$ cat src/rtl/mixer_splitter4_if.sv
// Bus bundle for mixer_splitter4: a TDM sample stream in, four registered channel
// outputs plus frame status out. The master drives samples, the slave is the mixer.
interface mixer_splitter4_if #(
  parameter int BITSIZE = 16
);
  logic signed [BITSIZE-1:0] in;
  logic                      in_valid;
  logic                      frame_start;
  logic [7:0]                gain;
  logic signed [BITSIZE-1:0] out1;
  logic signed [BITSIZE-1:0] out2;
  logic signed [BITSIZE-1:0] out3;
  logic signed [BITSIZE-1:0] out4;
  logic                      out_valid;
  logic                      overflow;
  logic                      frame_err;

  modport master (
    output in, in_valid, frame_start, gain,
    input  out1, out2, out3, out4, out_valid, overflow, frame_err
  );

  modport slave (
    input  in, in_valid, frame_start, gain,
    output out1, out2, out3, out4, out_valid, overflow, frame_err
  );
endinterface

$ cat src/rtl/mixer_splitter4.sv
// Four-channel TDM splitter with per-channel power-of-two gain.
// Define MIXER_SPLITTER_SATURATE_EN to clamp scaled samples and report overflow; otherwise they wrap.
module mixer_splitter4 #(
  parameter int BITSIZE = 16
) (
  input  logic              clk,
  input  logic              reset,
  mixer_splitter4_if.slave  bus
);

  typedef enum logic {IDLE, COLLECT} state_t;

  state_t                     state_q, state_d;
  logic [1:0]                 chIdx_q, chIdx_d;
  logic [2:0][BITSIZE-1:0]    stage_q, stage_d;
  logic [2:0]                 clip_q, clip_d;
  logic [3:0][BITSIZE-1:0]    out_q, out_d;
  logic                       outValid_q, outValid_d;
  logic                       overflow_q, overflow_d;
  logic                       frameErr_q, frameErr_d;

  logic [1:0]                 shift;
  logic [BITSIZE-1:0]         scaled;
  logic                       scaledClip;

  // A frame_start sample is always channel 1, so it takes the ch1 gain field even mid-frame.
  always_comb begin
    shift = bus.gain[1:0];
    if (state_q == COLLECT && !bus.frame_start) begin
      shift = bus.gain[{chIdx_q, 1'b0} +: 2];
    end
  end

`ifdef MIXER_SPLITTER_SATURATE_EN
  localparam logic signed [BITSIZE+2:0] SAT_MAX = $signed({4'b0000, {(BITSIZE-1){1'b1}}});
  localparam logic signed [BITSIZE+2:0] SAT_MIN = $signed({4'b1111, {(BITSIZE-1){1'b0}}});

  logic signed [BITSIZE+2:0] wide;

  always_comb begin
    wide       = $signed({{3{bus.in[BITSIZE-1]}}, bus.in}) <<< shift;
    scaled     = wide[BITSIZE-1:0];
    scaledClip = 1'b0;
    if (wide > SAT_MAX) begin
      scaled     = {1'b0, {(BITSIZE-1){1'b1}}};
      scaledClip = 1'b1;
    end else if (wide < SAT_MIN) begin
      scaled     = {1'b1, {(BITSIZE-1){1'b0}}};
      scaledClip = 1'b1;
    end
  end
`else
  always_comb begin
    scaled     = bus.in <<< shift;
    scaledClip = 1'b0;
  end
`endif

  // Channels 1..3 wait in the staging registers; channel 4 goes straight to the outputs with them.
  always_comb begin
    state_d    = state_q;
    chIdx_d    = chIdx_q;
    stage_d    = stage_q;
    clip_d     = clip_q;
    out_d      = out_q;
    outValid_d = 1'b0;
    overflow_d = 1'b0;
    frameErr_d = 1'b0;
    if (bus.in_valid) begin
      if (bus.frame_start) begin
        frameErr_d = (state_q == COLLECT);
        stage_d[0] = scaled;
        clip_d[0]  = scaledClip;
        chIdx_d    = 2'd1;
        state_d    = COLLECT;
      end else if (state_q == COLLECT) begin
        if (chIdx_q == 2'd3) begin
          out_d      = {scaled, stage_q[2], stage_q[1], stage_q[0]};
          outValid_d = 1'b1;
          overflow_d = (|clip_q) | scaledClip;
          chIdx_d    = 2'd0;
          state_d    = IDLE;
        end else begin
          stage_d[chIdx_q] = scaled;
          clip_d[chIdx_q]  = scaledClip;
          chIdx_d          = chIdx_q + 2'd1;
        end
      end
    end
  end

  always_ff @(posedge clk or posedge reset) begin
    if (reset) begin
      state_q    <= IDLE;
      chIdx_q    <= 2'd0;
      stage_q    <= '0;
      clip_q     <= '0;
      out_q      <= '0;
      outValid_q <= 1'b0;
      overflow_q <= 1'b0;
      frameErr_q <= 1'b0;
    end else begin
      state_q    <= state_d;
      chIdx_q    <= chIdx_d;
      stage_q    <= stage_d;
      clip_q     <= clip_d;
      out_q      <= out_d;
      outValid_q <= outValid_d;
      overflow_q <= overflow_d;
      frameErr_q <= frameErr_d;
    end
  end

  assign bus.out1      = out_q[0];
  assign bus.out2      = out_q[1];
  assign bus.out3      = out_q[2];
  assign bus.out4      = out_q[3];
  assign bus.out_valid = outValid_q;
  assign bus.overflow  = overflow_q;
  assign bus.frame_err = frameErr_q;

endmodule

$ cat src/flat_wrapper.sv
// flat-port wrapper written by rule: the top's interface ports become plain ports
module mixer_splitter4_flat 
#(
  parameter int BITSIZE = 16
)
  (clk, reset, bus_in, bus_in_valid, bus_frame_start, bus_gain, bus_out1, bus_out2, bus_out3, bus_out4, bus_out_valid, bus_overflow, bus_frame_err);
  mixer_splitter4_if #(.BITSIZE(BITSIZE)) bus_i ();
  input  logic clk;
  input  logic reset;
  input wire logic [$bits(bus_i.in)-1:0] bus_in;
  input wire logic [$bits(bus_i.in_valid)-1:0] bus_in_valid;
  input wire logic [$bits(bus_i.frame_start)-1:0] bus_frame_start;
  input wire logic [$bits(bus_i.gain)-1:0] bus_gain;
  output wire logic [$bits(bus_i.out1)-1:0] bus_out1;
  output wire logic [$bits(bus_i.out2)-1:0] bus_out2;
  output wire logic [$bits(bus_i.out3)-1:0] bus_out3;
  output wire logic [$bits(bus_i.out4)-1:0] bus_out4;
  output wire logic [$bits(bus_i.out_valid)-1:0] bus_out_valid;
  output wire logic [$bits(bus_i.overflow)-1:0] bus_overflow;
  output wire logic [$bits(bus_i.frame_err)-1:0] bus_frame_err;
  assign bus_i.in = bus_in;
  assign bus_i.in_valid = bus_in_valid;
  assign bus_i.frame_start = bus_frame_start;
  assign bus_i.gain = bus_gain;
  assign bus_out1 = bus_i.out1;
  assign bus_out2 = bus_i.out2;
  assign bus_out3 = bus_i.out3;
  assign bus_out4 = bus_i.out4;
  assign bus_out_valid = bus_i.out_valid;
  assign bus_overflow = bus_i.overflow;
  assign bus_frame_err = bus_i.frame_err;
  mixer_splitter4 #(.BITSIZE(BITSIZE)) u_core (.clk(clk), .reset(reset), .bus(bus_i));
endmodule
$ cat config.mk
export PLATFORM = sky130hd
export DESIGN_NAME = mixer_splitter4_flat
export DESIGN_NICKNAME = d
export VERILOG_FILES = /design/src/rtl/mixer_splitter4_if.sv /design/src/rtl/mixer_splitter4.sv /design/src/flat_wrapper.sv
export SDC_FILE = /design/constraint.sdc
export NUM_CORES = 1
export LEC_CHECK = 0
export CAP_MARGIN = 25
export CORE_ASPECT_RATIO = 1.5
export CORE_UTILIZATION = 40
export DETAILED_ROUTE_END_ITERATION = 7
export PLACE_DENSITY = 0.75
export SETUP_SLACK_MARGIN = 0.2
export SLEW_MARGIN = 30
export SYNTH_ARGS = -nofsm -noshare
export SYNTH_HDL_FRONTEND = slang
export SYNTH_SLANG_ARGS = --single-unit
$ cat constraint.sdc
create_clock -name clk -period 5.5 [get_ports clk]
set_input_delay 1.1 -clock clk [delete_from_list [all_inputs] [get_ports clk]]
set_output_delay 1.1 -clock clk [all_outputs]
set_load 0.01 [all_outputs]
-- Word-level counts from Yosys, hierarchy flattened
Cells that the tools add are included.
Widths: inputs -> output; s select.
- add/subtract/negate cells: 1
- magnitude comparators: 2
- equal/unequal tests: 2
- shifts and indexed selects: 2
- multiplexer cells: 28
- bitwise operators: 4
- reduce and logical (&&, ||, !) cells: 9
- operator list (operator ; count):
    $mux 16 ; 4
    $bwmux 48 ; 1
    $demux 16 s2 ; 1
    $mux 1 ; 17
    $sshl 16x2->16 ; 1
    $mux 2 ; 4
    $reduce_and 4->1 ; 2
    $shiftx 8x4->2 ; 1
    $and 3x3->3 ; 1
    $lt 2x3->1 const B ; 1
    $not 3->3 ; 1
    $reduce_and 3->1 ; 1
    $reduce_or 3->1 ; 1
    $add 2x1->2 const B ; 1
    $demux 1 s2 ; 1
    $eq 2x2->1 const B ; 1
    $ge 2x1->1 const B ; 1
    $logic_and 1x1->1 ; 2
    $ne 2x2->1 const B ; 1
    $not 1->1 ; 2
    $reduce_and 2->1 ; 1
    $reduce_bool 2->1 ; 1
    $logic_not 1->1 ; 1
- bits in registers: 121
- output and inout port bits: 67

-- Longest topological paths before layout
- depth in word-level cells: 9
- gate-level depth with buffers: 8
- depth with buffers taken out: 6

-- Least setup slack after synthesis
No wires, ideal clock.
- kind: input to register
- start point: input port bus_frame_start
- end point: register u_core.stage_q[0] (netlist bit)
- library setup time: 75 ps
- arrival time: 2518 ps
- required time: 5425 ps
- setup slack: 2907 ps
- stages: 7
- path buffers: 2
- cell sequence: and2b_1 and4_1 a211o_1 buf_6 buf_12 or3_4 o21ai_2
- longest elaborated chain between the ends: 8
- elaborated cells between the ends (all ways): 11
- RTL lines (what ; RTL line ; source):
    start, declared ; flat_wrapper.sv:12 ; input wire logic [$bits(bus_i.frame_start)-1:0] bus_frame_start;
    $logic_not 1->1 ; mixer_splitter4.sv:29 ; if (state_q == COLLECT && !bus.frame_start) begin
    $logic_and 1x1->1 ; mixer_splitter4.sv:29 ;
    $mux 2 ; mixer_splitter4.sv:29 ;
    $sshl 16x2->16 ; mixer_splitter4.sv:54 ; scaled = bus.in <<< shift;
    $bwmux 48 ; mixer_splitter4.sv:84 ; stage_d[chIdx_q] = scaled;
    $mux 16 ; mixer_splitter4.sv:77 ; if (chIdx_q == 2'd3) begin
    $mux 16 ; mixer_splitter4.sv:76 ; end else if (state_q == COLLECT) begin
    $mux 16 ; mixer_splitter4.sv:70 ; if (bus.frame_start) begin
    end signal, assigned ; mixer_splitter4.sv:105 ; stage_q <= stage_d;
    end, declared ; mixer_splitter4.sv:15 ; logic [2:0][BITSIZE-1:0] stage_q, stage_d;
Parallel ways exist; a longest one is shown, timed or not. The select of a mux whose other input is x is not followed.
A chain may end at the register's enable or synchronous reset.

-- Worst setup path after layout
- start point: input port bus_frame_start
- end point: register u_core.stage_q[11] (netlist bit)
Same word-level chain as after synthesis.

==> summary by stage <==
Outcome
The flow ran to the end, and the final reports show no timing, DRC or antenna violations.

Global route
For met1 alone, demand over resource in global routing was 27.8%. Entering global routing, the biggest net connects 91 pins. Global routing consumed, on the met2 layer, 39.5% of the routing resources. Global routing used 24.2% of the available tracks. The first global-routing pass estimated 23800 microns of wire. The total overflow left after global routing is 0. In the global route stage, met3 resource usage came out at 7.71%. The initial antenna violation count is 0. After global routing, the most crowded layer is met2. The via count of the first global-routing pass was 4480.

Detailed routing
Once detail routing completed, the nets flagged for antenna violations numbered 0. Wires add up to 14600 microns. The detailed router finished its first iteration with 398 violations. The number of optimization iterations in the first detailed-route pass is 7. The number of DRC violations after detailed routing is 0. In the routed layout, each cell is associated on average with a via count of 5.59. Dividing the detail-routed wire length by the instance count gives 19.4 microns. The total via count in the routed design is 4230.

Worst setup path
Of all nets on the critical path, the largest fanout is 19. For this run, the slowest stage of the critical path takes 680 ps. The required time of the worst setup path is 5740 ps. Counting both buffers and inverters, the worst setup path holds a total of 1.

STA puts the critical path data arrival time at 3680 ps. Among all stages on the critical path, the largest delay is contributed by sky130_fd_sc_hd__mux2i_1. The family of cells with the greatest summed delay on the critical path is compound AO/OA/AOI/OAI gates.

The path type of the worst setup path is input pin to flop. Traced cell by cell, the critical path runs through clkdlybuf4s50_1 > and2b_1 > and4_1 > a211o_2 > mux2i_1 > o221ai_1. The kind of start point of the critical path is an input pin.

The worst setup path is captured at a flop.

Synthesis
Counting flops with a built-in enable in the synthesized netlist gives 0. The most common flop cell mapped by yosys is sky130_fd_sc_hd__dfrtp_1. The mux share of post-synthesis cell area is 4.81%. Synthesis produced a netlist whose cell count is 498. By area the synthesized netlist is led by sky130_fd_sc_hd__dfrtp_1, sky130_fd_sc_hd__nand2_1, sky130_fd_sc_hd__o221ai_1. The net count after synthesis is 530. The synthesized-area fraction occupied by and/or/nand/nor cells is 19.4%. Summing the areas of all compound-gate instances in the mapped netlist gives 12.4% of the synthesized area.

The portion of the post-synthesis area used by sequential elements is 59.3%. The xor/xnor cell area share of the yosys netlist is 0%. The netlist uses 40 different library cells. By area, the combinational part of the netlist is dominated by simple AND/OR/NAND/NOR gates. The number of storage elements in the synthesis netlist is 121.

The Yosys step of the flow raised 0 warnings. After Yosys synthesis, full adders, half adders and majority gates account for 0.981% of the synthesized area. The post-synthesis instance area is 5100 sq um. Of all flip-flops after synthesis, the portion carrying an async set or reset was 100%. The area share of the largest cell type after synthesis is 59.3%. The synthesized area per cell is 10.2 sq um.

The post-synthesis cell type with the largest combined area is sky130_fd_sc_hd__dfrtp_1.

Clock tree
In this run, post-CTS repair resized a total of 0 instances. The post-cts hold buffer count is 0. The CTS sink count is 121. The post-CTS setup repair buffer count is 0. The H-tree generated during clock tree synthesis spans 4 levels.

TritonCTS built the clock tree. The clock tree buffer depth is 2. The number of clock buffers added by TritonCTS is 17.

Clock tree synthesis selected as its root buffer the cell sky130_fd_sc_hd__clkbuf_16. The later pin in the worst-skew pair is clocked with a latency of 420 ps. The clock-pin slew reported for the worst setup and hold paths after clock tree synthesis is 50 ps.

Placed design
The total half-perimeter wirelength after legalization and detailed placement is 9610 microns. The placed instances occupy a cell area of 6160 sq um. After detailed placement, the design holds a cell count of 725.

In this run the tool buffered the top-level ports with 94 buffer cells. The placement-stage worst setup slack is 1740 ps. The global placer's final weighted congestion is 0.920.

Floorplanning
The floorplan step defined a die boundary enclosing 13200 sq um. The height of the chip is 140 microns. The initial core utilization is 41.0%. The core footprint is 12400 sq um.

The boundary pin count is 95. From left edge to right edge, the die measures 94.2 microns. After floorplanning, the core was divided into 50 placement rows.

STA
The share of the clock period used by the worst path is 62.5%. The final count of negative-setup-slack endpoints is 0. The final critical delay including setup and external delays is 3440 ps. The number of hold violations in the final report is 0. For the pin with the worst max-slew slack, the measured transition is 831 ps. Summed over all failing endpoints, the final setup total negative slack is 0 ps. The worst pin sits at a relative slew slack of 44.5%. The tightest hold margin is 469 ps. The maximum clock skew at final layout is 6.88 ps.

For this run, the top clock speed supported by timing is 0.291 GHz. The number of pins exceeding their max-slew limit in the final report came to 0. After layout, the worst setup slack is 2060 ps. Setup repair after global routing left no endpoint under its margin.

Layout
0 antenna diodes ended up in the layout. Leaving out fill and tap cells, the most frequent cells in the layout are sky130_fd_sc_hd__nand2_1, sky130_fd_sc_hd__dfrtp_1, sky130_fd_sc_hd__clkdlybuf4s50_1, sky130_fd_sc_hd__o221ai_1, sky130_fd_sc_hd__clkbuf_16. For this run, the number of standard cells in the final layout without fillers is 757. For this run, the post-layout net count is 620. The area growth from synthesis to layout is 32.8%. The end-of-flow core utilization is 54.4%. The post-route standard cell area excluding fillers is 6780 sq um. The fraction of final layout cells with drive strength greater than 1 is 9.15%. The leading cell type in the layout, fill and taps excluded is sky130_fd_sc_hd__nand2_1.

Power
The worst-case IR drop observed on VDD is 272 uV. The overall power of the completed layout is 4.00 mW. In this run the static leakage power is 3.16 nW. The cell area power density is 590 nW/um^2.

Hold path
The path class of the lowest-slack min-delay path is flop to flop.

Run
The number of max-cap violations is 0.
-- logic make-up after synthesis --
logic type | Yosys count
fa+ha+maj | 4
flops | 121
mux | 18
compound gates | 78
simple gates | 244
buf+inv | 33
-- worst min-delay path, cell delays in order, from the launching register on --
cell and delay, ps:
sky130_fd_sc_hd__dfrtp_1 340, sky130_fd_sc_hd__nand2_1 50, sky130_fd_sc_hd__nand2_1 50
-- cells in the mapped netlist, types with 2 or more instances --
| master | n |
|---|---|
| sky130_fd_sc_hd__o221ai_1 | 55 |
| sky130_fd_sc_hd__o21ai_1 | 4 |
| sky130_fd_sc_hd__inv_1 | 4 |
| sky130_fd_sc_hd__o21ai_2 | 4 |
| sky130_fd_sc_hd__buf_2 | 2 |
| sky130_fd_sc_hd__and2_1 | 5 |
| sky130_fd_sc_hd__nor2_1 | 4 |
| sky130_fd_sc_hd__mux2i_1 | 11 |
| sky130_fd_sc_hd__o21ai_0 | 7 |
| sky130_fd_sc_hd__o22ai_1 | 2 |
| sky130_fd_sc_hd__dfrtp_1 | 121 |
| sky130_fd_sc_hd__ha_1 | 4 |
| sky130_fd_sc_hd__nand2_1 | 220 |
| sky130_fd_sc_hd__o21a_1 | 3 |
| sky130_fd_sc_hd__mux2i_4 | 5 |
| sky130_fd_sc_hd__mux2_2 | 2 |
| sky130_fd_sc_hd__clkbuf_1 | 21 |
| sky130_fd_sc_hd__buf_1 | 2 |
-- layout make-up --
cell class / count / area, sq um
clock inverters: 13 / 176
flip-flops and latches: 121 / 3030
repair buffers: 99 / 978
inverters: 5 / 23.8
fillers: 1072 / 5670
clock buffers: 19 / 443
multi-input cells: 344 / 1930
well taps: 156 / 195
-- where the power goes --
part / leakage, nW / internal (mW) / switching (mW) / total [mW]
logic: 1.29 / 0.639 / 0.645 / 1.28
clock network: 0.299 / 0.765 / 0.397 / 1.16
registers: 1.57 / 1.27 / 0.283 / 1.55
total: 3.16 / 2.67 / 1.33 / 4.00
-- state kept, by name, indices dropped and copies added, names as in the netlist --
name and cells:
u_core.bus.out_valid 1, u_core.stage_q 48, u_core.bus.out4 16, u_core.bus.out1 16, u_core.state_q 1, u_core.bus.out2 16, u_core.chIdx_q 2, u_core.bus.frame_err 1
u_core.bus.out3 16, u_core.clip_q 3, u_core.bus.overflow 1
-- layer usage --
metal | share of wire [%] | vias to the layer above | routed length, microns
li1 | - | 1900 | -
met1 | 38 | 2112 | 5520
met2 | 51 | 167 | 7500
met3 | 6.3 | 51 | 929
met4 | 4.7 | 0 | 693
met5 | 0 | - | 0
-- final timing paths --
check / startpoint / endpoint / slack (ps) / cells past startpoint
max in group asynchronous: reset / u_core.bus.frame_err$_DFF_PP0_ / 3330 / 3
min reg2reg: u_core.bus.out1[1]$_DFFE_PP0P_ / u_core.bus.out1[1]$_DFFE_PP0P_ / 470 / 2
min in group asynchronous: reset / u_core.bus.out2[9]$_DFFE_PP0P_ / 1210 / 2
max: bus_frame_start / u_core.stage_q[11]$_DFFE_PP0P_ / 2060 / 6
min: u_core.bus.out1[1]$_DFFE_PP0P_ / u_core.bus.out1[1]$_DFFE_PP0P_ / 470 / 2
max reg2reg: u_core.chIdx_q[1]$_DFFE_PP0P_ / u_core.bus.out4[3]$_DFFE_PP0P_ / 2830 / 5
Power figures use the tool's default switching activity.
